===== src/rtl/vga_text_writer.sv =====
// vga_text_writer: command-driven text-cell writer into a VGA back buffer with clear and commit handshake
module vga_text_writer #(
  parameter int COLS = 80,
  parameter int ROWS = 60
) (
  input  logic        clk,
  input  logic        rst,
  input  logic        cmd_valid,
  output logic        cmd_ready,
  input  logic [1:0]  cmd_op,
  input  logic [7:0]  cmd_char,
  input  logic [23:0] cmd_color,
  input  logic [6:0]  cmd_col,
  input  logic [5:0]  cmd_row,
  input  logic        switch_buffer,
  output logic [12:0] vga_write_address,
  output logic [31:0] vga_data,
  output logic        vga_write_done,
  output logic        busy
);
  typedef enum logic [1:0] {IDLE, PUT, CLEAR, COMMIT_WAIT} state_t;
  localparam logic [6:0]  LC = 7'(COLS - 1);
  localparam logic [5:0]  LR = 6'(ROWS - 1);
  localparam logic [12:0] LN = 13'(COLS * ROWS - 1);
  state_t      r_state;
  logic [6:0]  r_col;
  logic [5:0]  r_row;
  logic [7:0]  r_char;
  logic [23:0] r_color;
  logic [12:0] r_clr;
  logic [12:0] r_addr;
  logic [31:0] r_data;
  logic        r_done;
  logic [12:0] w_cell;
  logic        w_eol;
  logic        w_last_row;
  logic [5:0]  w_next_row;
  assign w_cell     = 13'(r_row) * 13'(COLS) + 13'(r_col);
  assign w_eol      = r_col == LC;
  assign w_last_row = r_row == LR;
  assign w_next_row = w_last_row ? '0 : r_row + 6'd1;
  assign cmd_ready  = r_state == IDLE;
  assign busy       = r_state != IDLE;
  assign vga_write_address = r_addr;
  assign vga_data          = r_data;
  assign vga_write_done    = r_done;
  always_ff @(posedge clk) begin
    if (rst) begin
      r_state <= IDLE;
      r_col   <= '0;
      r_row   <= '0;
      r_char  <= '0;
      r_color <= '0;
      r_clr   <= '0;
      r_addr  <= '0;
      r_data  <= '0;
      r_done  <= 1'b0;
    end else begin
      case (r_state)
        IDLE: if (cmd_valid) begin
          case (cmd_op)
            2'b00: begin
              r_char  <= cmd_char;
              r_color <= cmd_color;
              if (cmd_char == 8'h0A) begin
                r_col <= '0;
                r_row <= w_next_row;
              end else r_state <= PUT;
            end
            2'b01: if (cmd_col <= LC && cmd_row <= LR) begin
              r_col <= cmd_col;
              r_row <= cmd_row;
            end
            2'b10: begin
              r_color <= cmd_color;
              r_clr   <= '0;
              r_state <= CLEAR;
            end
            default: begin
              r_done  <= 1'b1;
              r_state <= COMMIT_WAIT;
            end
          endcase
        end
        PUT: begin
          r_addr  <= w_cell;
          r_data  <= {r_char, r_color};
          r_col   <= w_eol ? '0 : r_col + 7'd1;
          r_row   <= w_eol ? w_next_row : r_row;
          r_state <= IDLE;
        end
        CLEAR: begin
          r_addr <= r_clr;
          r_data <= {8'h20, r_color};
          r_clr  <= r_clr + 13'd1;
          if (r_clr == LN) begin
            r_state <= IDLE;
            r_col   <= '0;
            r_row   <= '0;
          end
        end
        default: if (switch_buffer) begin
          r_done  <= 1'b0;
          r_state <= IDLE;
        end
      endcase
    end
  end
endmodule


===== config.mk =====
export PLATFORM = sky130hd
export DESIGN_NAME = vga_text_writer
export DESIGN_NICKNAME = d
export VERILOG_FILES = /design/src/rtl/vga_text_writer.sv
export SDC_FILE = /design/constraint.sdc
export NUM_CORES = 1
export LEC_CHECK = 0
export CAP_MARGIN = 0
export CORE_MARGIN = 4
export CORE_UTILIZATION = 52
export CTS_CLUSTER_SIZE = 14
export DETAILED_ROUTE_END_ITERATION = 12
export PLACE_DENSITY = 0.89
export SLEW_MARGIN = 10
export SYNTH_ARGS = -nofsm -noshare
export SYNTH_HDL_FRONTEND = slang
export SYNTH_SLANG_ARGS = --single-unit

===== constraint.sdc =====
create_clock -name clk -period 2.6 [get_ports clk]
set_input_delay 0.52 -clock clk [delete_from_list [all_inputs] [get_ports clk]]
set_output_delay 0.52 -clock clk [all_outputs]
set_load 0.01 [all_outputs]

# After elaboration in Yosys (flattened, before gate mapping)
# Cells that the tools add are included.
# word_totals
register_bits	106
input_bits	51
output_inout_bits	48
wordCells	84
# op_classes
addsub	4
multipliers	1
order_cmp	2
eq_ne	18
n_mux	30
n_bitwise	1
n_reduce_logical	19
# ops
cell	count
$pmux 32 s2	1
$pmux 13 s2	2
$mux 6	6
$mux 7	5
$mux 13	2
$pmux 7 s3	1
$pmux 6 s3	1
$pmux 7 s2	1
$add 13x1->13 const B	1
$add 13x7->13	1
$eq 13x13->1 const B	1
$pmux 2 s3	2
$pmux 6 s2	1
$ne 2x2->1 const B	5
$mul 6x3->9 const B	1
$ne 3x3->1 const B	3
$reduce_and 3->1	3
$eq 8x4->1 const B	1
$mux 2	4
$reduce_bool 2->1	4
$add 7x1->7 const B	1
$eq 7x7->1 const B	1
$le 7x7->1 const B	1
$reduce_and 7->1	1
19 further kinds	25

# Depth between registers and ports, before layout
# Gate-level depths: netlist of run 1.
# depth
ltp_word	6
mapped_depth	9
ltp_nobuf	8

# Least setup slack after synthesis of run 1
# Ideal clock, no wire load.
# synth_path
path_type	register -> register
from	reg r_row[1]
to	reg r_addr[10] (netlist: vga_write_address[10])
setup_time_ns	0.132
arrival_time_ns	2.183
required_time_ns	2.468
path_slack_ns	0.285
path_stages_with_launch	9
n_path_buf	0
synth_period_minus_slack_ns	2.315
path_cell_list	dfxtp_1 > ha_1 > ha_1 > fa_1 > nand2_1 > nor3_1 > xnor3_1 > o211ai_1 > a21oi_1
# synth_between
elab_chain_len	3
# synth_rtl
item	line_no	source
from (decl)	27	logic [5:0] r_row;
from (signal assigned)	67	r_row <= w_next_row;
from (signal assigned)	72	r_row <= cmd_row;
from (signal assigned)	89	r_row <= w_eol ? w_next_row : r_row;
$mul 6x3->9	38	assign w_cell = 13'(r_row) * 13'(COLS) + 13'(r_col);
$add 13x7->13	38	
$pmux 13 s2	59	case (r_state)
to (signal assigned)	86	r_addr <= w_cell;
to (signal assigned)	93	r_addr <= r_clr;
to (decl)	31	logic [12:0] r_addr;
# Every way passes these cells.
# A chain may end at the register's enable or synchronous reset.

# Final worst setup path of run 1
# layout_path
from	reg r_state[0]
to	out busy
# layout_between
elab_chain_len	1
# layout_rtl
item	line_no	source
from (decl)	25	state_t r_state;
from (signal assigned)	49	r_state <= IDLE;
from (signal assigned)	68	end else r_state <= PUT;
from (signal assigned)	77	r_state <= CLEAR;
$reduce_bool 2->1	43	assign busy = r_state != IDLE;
to (decl)	19	output logic busy
# Every way passes these cells.

==> flow_summary.yaml, run 1 <==
synthesis:
  ys.flop_type: "dfxtp_1"
  synth-edff-count: 0
  synth-async-reset-ratio: 0
  ys_seq_elements: 106
  syn_avg_cell_area_um2: 8.61
  synth_cell_types: 56
  synth-warning-count: 0
  netlist_area_mm2: 0.00494
  syn-num-nets: 645
  synthCells: 574
  synth-seq-area-share: 0.429
placed_design:
  postPlaceCellArea_mm2: 0.00607
  io_buffer_count: 98
  numPlacedInstances: 784
  gp_congestion: 0.927
  place_hpwl_um: 9240
layout:
  syn_to_final_growth_pct: 26.7
  final_area_mm2: 0.00626
  drive_above_1_share: 0.0626
  nets: 737
  register_area_mm2: 0.00212
  diodes: 0
  multiInputGateArea_mm2: 0.00263
  final_cells: 800
  final_cell_mix: "106 x dfxtp_1, 97 x clkdlybuf4s50_1, 74 x nand2_1"
  fillCellCount: 718
  final_common_cell: "dfxtp_1"
min_path:
  hold_path_class: "reg2reg"
grt:
  grt_max_degree: 62
  grt_pass1_wl_um: 21000
  grt_pass1_vias: 4360
  grt_use_total: 0.230
  antenna_found_initial: 0
  grt_overflow: 0
drt:
  wl_um: 12700
  wl_met3_um: 795
  vias_per_cell: 5.67
  wl_per_cell_um: 15.9
  drtPass1Iterations: 5
  vias: 4532
  drc_errors: 0
  routed.top_layer: "met4"
  postRouteAntennaNets: 0
  m1WireLength_um: 5270
  drtIter0Drc: 302
  met2WireLength_um: 6390
setup_path:
  max_stage_delay_ps: 590
  path_class: "reg2out"
  crit_chain: "inv_1, ha_2, inv_1, clkdlybuf4s50_1"
  worst-endpoint-arrival_ps: 1910
  end_kind: "output port"
  path_common_cell: "inv_1"
  cp_slowest_cell: "clkdlybuf4s50_1"
  startpoint_type: "flip-flop"
  cp_max_fo: 11
  worstPathRequired_ps: 2080
clocking:
  clkLatencyLatePin_ps: 380
  clkTransAtPathRegs_ps: 100
  post_cts_buffers: 0
  clkSinkCount: 106
  root_buffer: "clkbuf_8"
  htreeDepth: 3
  clockBufferDepth: 2
  cts_made_buffers: 9
  tritoncts: "built"
floorplan:
  die_area_mm2: 0.0111
  die_h_um: 105
  rows: 35
  core-area_mm2: 0.00924
  dieWidth_um: 105
  initial_core_util: 0.535
  ioPinCount: 99
pwr:
  p_leak_nw: 2.31
  powerDensity_mw_per_mm2: 736
  vdd_drop_max_uv: 378
timing:
  slew_headroom: 0.506
  hold_viol_final: 0
  finClkSkew_ps: 14.9
  finalCriticalPeriod_ps: 2430
  final-setup-viol-count: 0
  drv_slew: 0
  whs_ps: 461
  fin_crit_sh: 0.936
  tightest_slew_ps: 733
  max_freq_mhz: 411
  rsz0062_at_grt: "no"
outcome:
  status: "finished, final reports clean"
job:
  maxCapViolCount: 0
cell usage after synthesis, drive strengths merged (4+ instances only):
cell	n	area, um^2
a211oi	8	60.1
a21oi	69	345
a311oi	7	73.8
and3	8	50.1
buf	14	81.3
clkbuf	19	71.3
dfxtp	106	2120
ha	18	225
inv	14	52.6
mux2i	32	320
nand2	74	278
nand2b	4	25.0
nand3	11	55.1
nand4	6	43.8
nor2	71	267
nor2b	5	38.8
nor3	9	45.0
nor3b	4	30.0
o21ai	21	105
or3	7	43.8
xnor2	10	87.6
xor2	7	61.3
critical path, delay by kind of cell (launching register included):
family                   cells  cell delay, ps
buffers and inverters        3             860
flip-flops                   1             410
adder cells (fa/ha/maj)      1             270
report_power, final:
part | total, mW | internal, mW | switching [mW]
clock | 0.977 | 0.371 | 0.607
combinational | 1.68 | 0.770 | 0.913
sequential | 1.95 | 1.80 | 0.146
per-stage QoR:
step | power, mW | setup WS [ps] | setup TNS, ps | util
floorplan | 3.05 | 285 | 0 | -
global placement | 3.59 | 99.2 | 0 | 0.656
detailed placement | 3.65 | -45.2 | -45.2 | 0.656
CTS | 4.61 | 129 | 0 | 0.677
global route | 4.88 | 4.36 | 0 | 0.677
finish | 4.61 | 167 | 0 | 0.677
worst paths after layout:
check	start	end	slack, ps	cells after the start
setup reg to reg	r_row[4]	vga_write_address[10]	200	7
setup / recovery	r_state[0]	busy	170	4
hold reg to reg	r_color[1]	r_color[1]	460	2
hold / removal	r_color[1]	r_color[1]	460	2
final cells by class:
class | instances | area share
clock buffer | 10 | 0.0204
clock inverter | 6 | 0.00960
inverter | 14 | 0.00840
multi-input combinational | 421 | 0.420
sequential | 106 | 0.339
tap | 129 | 0.0258
timing repair buffer | 114 | 0.177
state kept, by name (all words and copies together) (netlist names):
| signal | cells |
|---|---|
| r_col | 7 |
| vga_write_done | 1 |
| r_state | 2 |
| r_row | 6 |
| r_color | 24 |
| vga_data | 32 |
| vga_write_address | 13 |
| r_clr | 13 |
| r_char | 8 |
repair_timing:
action | CTS | global route
hold endpoints to repair | 0 | 0
gates resized for setup | 0 | 1
hold buffers | 0 | 0
setup endpoints to repair | 0 | 1
layer usage:
layer / track usage / vias to the layer above
met5: 0 / -
met4: 0.0787 / 0
met3: 0.0472 / 17
met2: 0.399 / 170
met1: 0.282 / 2158
li1: - / 2187
cell families after synthesis:
family / after synthesis / synth area share
and+or+nand+nor: 216 / 0.207
AOI/OAI and AO/OA: 135 / 0.169
DFF: 106 / 0.429
buffers and inverters: 47 / 0.0415
muxes: 32 / 0.0648
adders and majority gates: 20 / 0.0537
xor gates and xnor gates: 18 / 0.0347
(Power assumes the default switching activity.)
==> inputs of run 2 (changes only) <==
- CTS_CLUSTER_DIAMETER: not set -> 40
- RECOVER_POWER: not set -> 50
==> run 2 against run 1 <==
  * Power fell by 0.69%
  * First-iteration DRC count fell by 2.6%
  * Register-to-register slack barely moved
  * Wire length fell by 0.46%
  * Critical path depth did not move
  * Critical endpoint unchanged
  * Highest routed layer unchanged
==> flow_summary.yaml, run 2 (same netlist as run 1, synthesis figures left out) <==
outcome:
  status: "finished, final reports clean"
job:
  maxCapViolCount: 0
setup_path:
  worst-endpoint-arrival_ps: 1900
  cp_num_cells: 4
  path_common_cell: "inv_1"
  worstPathRequired_ps: 2080
  cp_max_fo: 11
  path_class: "reg2out"
  rr_startpoint: "r_row[4]"
  crit_chain: "inv_1, ha_2, inv_1, clkdlybuf4s50_1"
  startpoint_type: "flip-flop"
  cp_slowest_cell: "clkdlybuf4s50_1"
  reg2reg_depth: 7
  crit_end: "busy"
  r2r-end: "vga_write_address[10]"
  r2r_setup_slack_ps: 210
  crit_path_start: "r_state[0]"
  path_buf_inv: 3
  max_stage_delay_ps: 590
  cpLargestDelayFamily: "buffers and inverters"
  end_kind: "output port"
pwr:
  vdd_drop_max_uv: 375
  clock_power_share: 0.214
  p_sw_mw: 1.66
  comb_power_share: 0.361
  seqPwrFrac: 0.425
  p_sw_frac: 0.363
  p_int_mw: 2.92
  power_mw: 4.58
  p_leak_nw: 2.42
  powerDensity_mw_per_mm2: 732
drt:
  drtIter0Drc: 294
  drc_errors: 0
  wl_per_cell_um: 15.8
  vias: 4562
  wl_um: 12600
  vias_per_cell: 5.70
  drtPass1Iterations: 6
  postRouteAntennaNets: 0
layout:
  syn_to_final_growth_pct: 26.5
  drive_above_1_share: 0.0611
  largest_reg_flops: 32
  nets: 737
  final_cell_mix: "106 x dfxtp_1, 74 x nand2_1, 71 x nor2_1"
  final_cells: 800
  register_area_mm2: 0.00212
  fillCellCount: 720
  final_common_cell: "dfxtp_1"
  multiInputGateArea_mm2: 0.00263
  diodes: 0
clocking:
  tritoncts: "built"
  htreeDepth: 3
  clockBufferDepth: 2
  clkLatencyLatePin_ps: 380
  clkSinkCount: 106
  ctsHoldBuffers: 0
  clkTransAtPathRegs_ps: 100
  cts_made_buffers: 9
  root_buffer: "clkbuf_8"
timing:
  final-setup-viol-count: 0
  tightest_slew_ps: 1070
  rsz0062_at_grt: "no"
  finalCriticalPeriod_ps: 2420
  slew_headroom: 0.284
  hold_viol_final: 0
  fin_crit_sh: 0.932
  drv_slew: 0
  max_freq_mhz: 413
  finClkSkew_ps: 17.1
grt:
  grt.met3_usage: 0.0472
  grt_use_total: 0.230
  grt_pass1_vias: 4360
  met2_usage: 0.399
  grt_overflow: 0
  global_route.usage.met1: 0.282
  grt_max_degree: 62
  grt_pass1_wl_um: 21000
  antenna_found_initial: 0
  busiest_layer: "met2"
placed_design:
  gp_congestion: 0.927
  place_hpwl_um: 9240
  numPlacedInstances: 784
  io_buffer_count: 98
floorplan:
  die_area_mm2: 0.0111
  ioPinCount: 99
  dieWidth_um: 105
  rows: 35
  core-area_mm2: 0.00924
  die_h_um: 105
  initial_core_util: 0.535
min_path:
  hold_path_class: "reg2reg"
  hold_path_depth: 2
[run 2: cell types whose count changed in the layout (fill, tap and decap cells not counted), sizes merged]
cell / delta
clkbuf: +2
buf: -2
dlygate4sd3: +36
clkdlybuf4s50: -36
[run 2: worst min-delay path by stage]
stage | startpoint | endpoint | slack [ps]
2_1_floorplan | r_color[0] | r_color[0] | 440
3_5_place_dp | r_color[1] | r_color[1] | 450
3_3_place_gp | r_color[21] | r_color[21] | 440
5_1_grt | r_color[16] | r_color[16] | 490
4_1_cts | r_color[1] | r_color[1] | 460
6_report | r_color[1] | r_color[1] | 460
[run 2: timing repair]
item                                    CTS  global route
gates resized for setup                   0             1
endpoints found under the setup margin    0             1
buffers inserted                          0             0
[run 2: area by class of cell]
class | count | share of cell area
clock inverter | 6 | 0.00961
multi-input combinational | 421 | 0.420
inverter | 14 | 0.00841
tap | 129 | 0.0258
clock buffer | 10 | 0.0204
timing repair buffer | 114 | 0.176
sequential | 106 | 0.339
[run 2: routing by layer]
layer / up-vias / routed length [um] / share of wire
met5: - / 0 / 0
li1: 2201 / - / -
met4: 0 / 255 / 0.020
met3: 21 / 813 / 0.064
met1: 2167 / 5280 / 0.42
met2: 173 / 6280 / 0.50
[run 2: worst reg2reg max path, stage by stage, from the launching register on]
cell and delay (ps):
dfxtp_1 470, ha_1 320, fa_1 480, xnor2_1 210
nor3_2 250, xnor3_1 280, o211ai_1 180, a21oi_1 80
[run 2: per-stage QoR]
step	util	hold slack, ps	cell area, um^2	worst slack (ps)	TNS, ps
detailed placement	0.656	448	6070	-45.2	-45.2
global route	0.677	486	6250	4.36	0
global placement	0.656	441	6070	99.2	0
finish	0.677	458	6250	177	0
CTS	0.677	461	6250	129	0
floorplan	-	436	4940	285	0
[run 2: power groups by stage]
stage	combinational, mW	clock [mW]	sequential, mW
2_1_floorplan	1.06	0	1.99
3_3_place_gp	1.62	0	1.97
3_5_place_dp	1.66	0	1.98
4_1_cts	1.67	0.992	1.95
5_1_grt	1.82	1.07	1.97
6_report	1.65	0.979	1.94
